--- src/rtl/debounce_sync.sv ---
`default_nettype none
// ============================================================================
// Module  : debounce_sync
// Brief   : Synchronizes and debounces a raw asynchronous input into a clean
//           level, with registered single-cycle rise/fall pulses.
// Revision: 1.0 - initial release
// ============================================================================
module debounce_sync #(
    parameter int SYNC_STAGES     = 2,
    parameter int DEBOUNCE_CYCLES = 16
) (
    input  logic clk,
    input  logic rst_n,
    input  logic din_async,
    output logic dout,
    output logic rise_pulse,
    output logic fall_pulse,
    output logic busy
);

    localparam int CNT_W = (DEBOUNCE_CYCLES > 1) ? $clog2(DEBOUNCE_CYCLES) : 1;
    localparam logic [CNT_W-1:0] c_CNT_MAX = CNT_W'(DEBOUNCE_CYCLES - 1);

    logic [SYNC_STAGES-1:0] r_sync;
    logic [CNT_W-1:0]       r_cnt;
    logic                   r_dout;
    logic                   r_rise;
    logic                   r_fall;

    logic                   w_s;
    logic [CNT_W-1:0]       w_cnt_nxt;
    logic                   w_qualify;

    assign w_s = r_sync[SYNC_STAGES-1];

    // A match at any point abandons the pending change, which is what rejects glitches.
    always_comb begin
        w_cnt_nxt = '0;
        w_qualify = 1'b0;
        if (w_s != r_dout) begin
            if (r_cnt == c_CNT_MAX) begin
                w_qualify = 1'b1;
            end else begin
                w_cnt_nxt = r_cnt + CNT_W'(1);
            end
        end
    end

    always_ff @(posedge clk or negedge rst_n) begin
        if (!rst_n) begin
            r_sync <= '0;
            r_cnt  <= '0;
            r_dout <= 1'b0;
            r_rise <= 1'b0;
            r_fall <= 1'b0;
        end else begin
            r_sync <= {r_sync[SYNC_STAGES-2:0], din_async};
            r_cnt  <= w_cnt_nxt;
            if (w_qualify) begin
                r_dout <= w_s;
            end
            r_rise <= w_qualify & w_s;
            r_fall <= w_qualify & ~w_s;
        end
    end

    assign dout       = r_dout;
    assign rise_pulse = r_rise;
    assign fall_pulse = r_fall;
    assign busy       = (r_cnt != '0);

endmodule
`default_nettype wire

--- config.mk ---
export PLATFORM = sky130hd
export DESIGN_NAME = debounce_sync
export DESIGN_NICKNAME = d
export VERILOG_FILES = /design/src/rtl/debounce_sync.sv
export SDC_FILE = /design/constraint.sdc
export NUM_CORES = 1
export LEC_CHECK = 0
export CORE_AREA = 2 2 39 41
export CTS_CLUSTER_DIAMETER = 150
export DETAILED_ROUTE_END_ITERATION = 12
export DIE_AREA = 0 0 41 43
export DONT_BUFFER_PORTS = 1
export PLACE_DENSITY = 0.47
export SLEW_MARGIN = 25
export SYNTH_ARGS = -nofsm -noshare
export SYNTH_HDL_FRONTEND = slang
export SYNTH_SLANG_ARGS = --single-unit
--- constraint.sdc ---
create_clock -name clk -period 1.2 [get_ports clk]
set_input_delay 0.24 -clock clk [delete_from_list [all_inputs] [get_ports clk]]
set_output_delay 0.24 -clock clk [all_outputs]
set_load 0.01 [all_outputs]
# == Yosys cells after proc, flatten, opt, wreduce, memory -nomap -nowiden ==
# Cells that the tools add are included.
# op_classes
add_sub_neg,1
eq_ne,2
muxes,4
n_bitwise,3
reduce_logical,1
# ops
op,n
4-bit two-way mux,2
"4-bit by 1-bit adder with 4-bit output, second input constant",1
"4-bit equality test, second input constant",1
4-bit nonzero test,1
1-bit AND,2
1-bit two-way mux,2
1-bit inequality test,1
1-bit inverter,1
# totals
register_bits,9
inputBits,3
out_inout_bits,4
word_cells,16

# == Depth between registers and ports, before layout ==
# Gate-level depths: netlist of the first run.
# logic_depth
word_depth,4
mapped_depth,4
mapped_depth_nobuf,4

# == Least setup slack after synthesis of the first run ==
# OpenSTA, ideal clock, no wires.
# synth_timing
path_type,reg2reg
startpoint,register r_cnt[0]
endpoint,register r_dout (netlist: dout)
setup_ps,125
t_arrival_ps,1093
t_required_ps,1075
setup_slack_ps,-17
path_stages_with_launch,4
n_path_buf,0
period_less_slack_ps,1217
cell_sequence,dfrtp_1 -> ha_1 -> nand3_1 -> mux2_2
# synth_between
elab_chain_cells,3
# synth_lines
element,line_no,source
start: declaration,25,logic [CNT_W-1:0] r_cnt;
start signal: assignment,58,r_cnt <= w_cnt_nxt;
4-bit equality test,41,if (r_cnt == c_CNT_MAX) begin
1-bit two-way mux,41,
1-bit two-way mux,40,if (w_s != r_dout) begin
end signal: assignment,60,r_dout <= w_s;
end: declaration,26,logic r_dout;
# No other way between the ends.
# A chain may end at the register's enable or synchronous reset.

# == Worst setup path in the final report of the first run ==
# layout_timing
startpoint,register r_cnt[2]
endpoint,output busy
# layout_between
elab_chain_cells,1
# layout_lines
element,line_no,source
4-bit nonzero test,70,assign busy = (r_cnt != '0);
end: declaration,18,output logic busy
# No other way between the ends.

==> flow_metrics.py, run 1 <==
metrics = {
    "status": {
        "status": "finished, final reports clean",
    },
    "place": {
        "place_inst": 50,
        "post_dp_cell_area_sq_um": 420.4,
        "place.gp.congestion": 0.7194,
        "dp_slack_ns": 0.009586,
        "io_buffers": 0,
    },
    "global_route": {
        "grt.total_usage": 0.09858,
        "grt_pass1_wl_microns": 1090,
        "overflow": 0,
        "grt_max_degree": 10,
        "grt_pass1_vias": 272,
        "antenna_found_initial": 0,
    },
    "worst_setup_path": {
        "crit_arrival_ns": 0.95,
        "rr_worst_depth": 3,
        "cp.required_ns": 0.96,
        "r2r_start": "r_cnt[1]$_DFF_PN0_",
        "startpoint": "r_cnt[2]$_DFF_PN0_",
        "startpoint_type": "flop",
        "regToRegSetupSlack_ns": 0.03,
        "worstSetupPathType": "reg2out",
        "path_max_fanout": 2,
        "r2r_end": "r_cnt[3]$_DFF_PN0_",
        "end_kind": "output pin",
    },
    "flow_run": {
        "maxCapViolations": 0,
    },
    "synth": {
        "yosysTopAreaCellShare": 0.6294,
        "yosys-top-cells-area": "dfrtp_1 63%, ha_1 7.0%, nor3b_1 6.3%, xnor2_1 4.9%, mux2_2 3.1%",
        "syn_area_sq_um": 357.8,
        "yosysWarnings": 0,
        "netlist_instances": 29,
        "ys.flop_type": "dfrtp_1",
        "synth_edf_count": 0,
        "ys_ff_latch": 9,
        "avgSynthCellArea_sq_um": 12.34,
        "synthArstFlopShare": 1.000,
        "ys_seq_area_frac": 0.6294,
        "synth_top_area_cell": "dfrtp_1",
        "ys_top_cells_by_count": "9 x dfrtp_1, 3 x nor3b_1",
        "synth_most_common_cell": "dfrtp_1",
        "synth_nets": 34,
        "synth_cell_types": 14,
    },
    "die": {
        "ios": 7,
        "die_h_microns": 43,
        "initial_core_util": 0.2586,
        "die_area_sq_um": 1763,
        "num_rows": 14,
        "fp.dieW_microns": 41,
        "coreArea_sq_um": 1384,
    },
    "layout": {
        "fin_area_sq_um": 544.3,
        "layout.cells.non_filler": 59,
        "area_growth_pct": 52.10,
        "nNetsFinal": 49,
        "diodes": 0,
        "fin_util": 0.3933,
        "drive_above_1_share": 0.5581,
    },
    "route": {
        "antenna_left": 0,
        "via_count": 255,
        "drc": 0,
        "finalWirelength_microns": 678,
        "wire_per_inst_microns": 11.49,
        "first_pass_iters": 1,
        "drt_iter0_markers": 0,
        "vias_per_cell": 4.322,
    },
    "cts": {
        "cts-root-buf": "clkbuf_4",
        "cts_buffers": 3,
        "clock_sinks": 9,
        "cts_max_level": 1,
        "cts_max_path_buffers": 2,
        "insertion_delay_ns": 0.26,
        "tritoncts": "built",
        "clk_pin_slew_worst_paths_ns": 0.06,
    },
    "min_path": {
        "min_path_type": "in2async",
    },
    "sta": {
        "slew_headroom": 0.7148,
        "fin_skew_ns": 0.0003143,
        "post-route-period-util": 0.9932,
        "rsz0062_at_grt": "true",
        "setup_violations": 0,
        "hold_viol": 0,
        "fmax_mhz": 839.0,
        "tightest_slew_ns": 0.4263,
        "timing.final.ws_setup_ns": 0.008154,
        "period_minus_slack_ns": 1.192,
        "slew_viol_final": 0,
        "hold_slack_ns": 0.3496,
    },
    "power": {
        "power_density_nw_per_um2": 1190,
        "vdd_drop_max_uv": 661.0,
        "p_leak_uw": 0.0002401,
    },
}
## cell families after synthesis
family | count (synthesis) | synth area share
AND/OR/NAND/NOR | 9 | 0.1469
flip-flops | 9 | 0.6294
AO/OA/AOI/OAI | 3 | 0.04195
buffers and inverters | 3 | 0.03147
XOR/XNOR | 2 | 0.04896
adder cells (fa/ha/maj) | 2 | 0.06992
multiplexers | 1 | 0.03147
## metrics by stage
step | total power, uW | setup TNS, ns
after detailed placement | 370.1 | 0
after floorplan | 357.2 | 0
final | 647.4 | 0
after CTS | 633.1 | -0.02044
after global placement | 369.9 | 0
after global routing | 684.3 | -0.06061
## repair_timing
item / 4_1_cts / 5_1_grt
endpoints found under the hold margin: 10 / 0
buffers inserted: 1 / 2
gates cloned: 0 / 0
pin swaps: 2 / 5
setup endpoints to repair: 2 / 3
resized for setup: 4 / 11
hold buffers: 2 / 0
## critical path, stage by stage (launching register included)
cell,delay [ns]
dfrtp_1,0.39
buf_6,0.13
nor2_4,0.11
nand2_4,0.06
## sequential cells by signal (all words and copies together), names as in the netlist
| register | count |
|---|---|
| rise_pulse | 1 |
| fall_pulse | 1 |
| dout | 1 |
| r_cnt | 4 |
| r_sync | 2 |
## layer usage
metal	wire [microns]	vias up	track usage
li1	-	126	-
met1	293	124	0.1070
met2	358	5	0.1375
met3	25	0	0.04712
met4	0	0	0.08000
met5	0	-	0
## final cells by class
cell class	instances	area (sq um)
fillers	135	839.6
flip-flops and latches	9	225.2
multi-input cells	17	172.7
repair buffers	10	87.58
clock buffers	3	22.52
well taps	16	20.02
inverters	3	11.26
clock inverters	1	5.005
## layout by cell type, fill, tap and decap left out, types with 2 or more instances in the layout
master,synthesis,routed
dfrtp_1,9,9
inv_2,1,2
xnor2_1,2,2
clkbuf_4,0,3
buf_6,0,2
a21oi_2,0,2
buf_4,0,6
dlygate4sd3_1,0,2
nor3b_1,3,2
## worst max path at each step
stage	endpoint	slack (ns)	depth (start not counted)
final	busy	0.008	3
after global routing	busy	-0.03	3
after CTS	busy	-0.02	3
after detailed placement	r_cnt[3]$_DFF_PN0_	0.01	5
after global placement	dout$_DFFE_PN0P_	0.02	3
after floorplan	dout$_DFFE_PN0P_	0.02	3
## where the power goes
group	internal (uW)	leakage, uW	switching, uW
Clock	123	0.0000177	114
Combinational	44.8	0.000104	41.3
Sequential	315	0.000119	9.71
Power figures use the tool's default switching activity.
==> run 2: changes to the inputs <==
CTS_BUF_LIST = sky130_fd_sc_hd__clkbuf_16   (was not set)
==> run 2 against run 1 <==
Effect of this change:
- routed wire length increased by 9.3%
- the flow now finishes with violations (setup timing)
- clock-buffer cell count unchanged
- combinational power decreased by 11%
- die area unchanged
- critical endpoint unchanged
- sequential power about the same
- global-route usage increased by 0.81 points
- cell area increased by 4.8%
- non-clock buffer count decreased by 2
==> flow_metrics.py, run 2 (synthesis gave the netlist of run 1 again) <==
metrics = {
    "status": {
        "status": "finished with violations",
        "violations": "setup timing",
    },
    "sta": {
        "timing.setup.tns_ns": -0.002232,
        "period_minus_slack_ns": 1.202,
        "tightest_slew_ns": 0.4195,
        "slew_viol_final": 0,
        "slew_headroom": 0.7183,
        "fin_skew_ns": 0.0005456,
        "setup_violations": 1,
        "timing.final.ws_setup_ns": -0.002232,
        "hold_viol": 0,
        "fmax_mhz": 831.8,
        "post-route-period-util": 1.002,
    },
    "global_route": {
        "overflow": 0,
        "grt_pass1_wl_microns": 1138,
        "antenna_found_initial": 0,
        "grt_pass1_vias": 278,
        "grt.total_usage": 0.1067,
        "grt_max_degree": 10,
    },
    "route": {
        "maxUsedRoutingLayer": "met4",
        "finalWirelength_microns": 741,
        "vias_per_cell": 4.579,
        "drc": 0,
        "drt_iter0_markers": 1,
        "via_count": 261,
        "first_pass_iters": 2,
        "route.met2.wl_microns": 410,
        "wl_met1_microns": 256,
        "antenna_left": 0,
        "wire_per_inst_microns": 13.00,
        "wl_met3_microns": 37,
    },
    "worst_setup_path": {
        "slowest_stage": "dfrtp_1",
        "rr_worst_depth": 3,
        "path_max_fanout": 3,
        "crit_end": "busy",
        "cp.required_ns": 0.96,
        "crit_buf_inv": 1,
        "r2r_end": "r_cnt[3]$_DFF_PN0_",
        "path_cells": "inv_1 -> ha_4 -> nand2_2",
        "startpoint_type": "flop",
        "crit_arrival_ns": 0.96,
        "startpoint": "r_cnt[1]$_DFF_PN0_",
        "worst_path_dominant_cell_family": "flip-flops",
        "cp.depth": 3,
        "end_kind": "output pin",
        "worstSetupPathType": "reg2out",
        "r2r_start": "r_cnt[2]$_DFF_PN0_",
        "regToRegSetupSlack_ns": 0.06,
        "max_stage_delay_ns": 0.39,
    },
    "cts": {
        "insertion_delay_ns": 0.23,
        "cts_max_path_buffers": 2,
        "clk_pin_slew_worst_paths_ns": 0.04,
        "cts_buffers": 3,
        "cts_max_level": 1,
        "clock_sinks": 9,
        "cts-root-buf": "clkbuf_16",
        "tritoncts": "built",
    },
    "layout": {
        "top_regs": "r_cnt x4, r_sync x2",
        "fin_area_sq_um": 570.5,
        "mostFrequentLayoutCell": "dfrtp_1",
        "area_growth_pct": 59.44,
        "final_cell_mix": "9 x dfrtp_1, 6 x buf_4, 3 x clkbuf_16",
        "diodes": 0,
        "largest_register_ffs": 4,
        "drive_above_1_share": 0.5366,
        "largest_register": "r_cnt",
        "nNetsFinal": 47,
    },
    "place": {
        "dp_slack_ns": 0.009586,
        "io_buffers": 0,
        "post_dp_cell_area_sq_um": 420.4,
        "place.gp.congestion": 0.7194,
    },
    "min_path": {
        "min_path_type": "in2reg",
        "min_path_cells": 0,
    },
    "die": {
        "coreArea_sq_um": 1384,
        "num_rows": 14,
        "fp.dieW_microns": 41,
        "initial_core_util": 0.2586,
        "die_h_microns": 43,
        "die_area_sq_um": 1763,
        "ios": 7,
    },
    "flow_run": {
        "maxCapViolations": 0,
    },
    "power": {
        "power_density_nw_per_um2": 1740,
        "p_leak_uw": 0.0002518,
        "vdd_drop_max_uv": 975.8,
    },
}
[run 2: worst min-delay path by stage]
stage,from,to
2_1_floorplan,rst_n,dout$_DFFE_PN0P_
3_3_place_gp,rst_n,r_cnt[1]$_DFF_PN0_
3_5_place_dp,rst_n,r_cnt[1]$_DFF_PN0_
4_1_cts,din_async,r_sync[0]$_DFF_PN0_
5_1_grt,din_async,r_sync[0]$_DFF_PN0_
6_report,din_async,r_sync[0]$_DFF_PN0_
[run 2: timing repair]
action,CTS,global route
hold endpoints to repair,9,0
hold buffers,1,0
pin swaps,2,3
setup endpoints to repair,2,2
buffers inserted,1,1
resized for setup,0,12
[run 2: routing by layer]
metal / track usage / vias up
li1: - / 121
met2: 0.1438 / 9
met5: 0 / -
met1: 0.1070 / 125
met3: 0.06283 / 6
met4: 0.1000 / 0
[run 2: final cells by class]
type	count	area (sq um)
fillers	125	813.3
flip-flops and latches	9	225.2
multi-input cells	17	167.7
clock buffers	3	75.07
repair buffers	8	66.31
well taps	16	20.02
inverters	3	11.26
clock inverters	1	5.005
[run 2: per-stage QoR]
stage / total power (uW) / hold WS [ns] / cells / util
3_5_place_dp: 370.1 / -0.05529 / 50 / 0.3038
6_report: 992.7 / 0.03192 / 57 / 0.4123
4_1_cts: 975.3 / 0.02965 / 56 / 0.3743
3_3_place_gp: 369.9 / -0.05533 / 50 / 0.3038
5_1_grt: 1027 / 0.02354 / 57 / 0.4123
2_1_floorplan: 357.2 / -0.05559 / 29 / -
[run 2: report_power, final]
| group | internal [uW] | switching [uW] | total [uW] |
|---|---|---|---|
| sequential | 317 | 8.62 | 325 |
| combinational | 35.7 | 41.1 | 76.8 |
| clock | 439 | 151 | 591 |
| total | 792 | 201 | 993 |
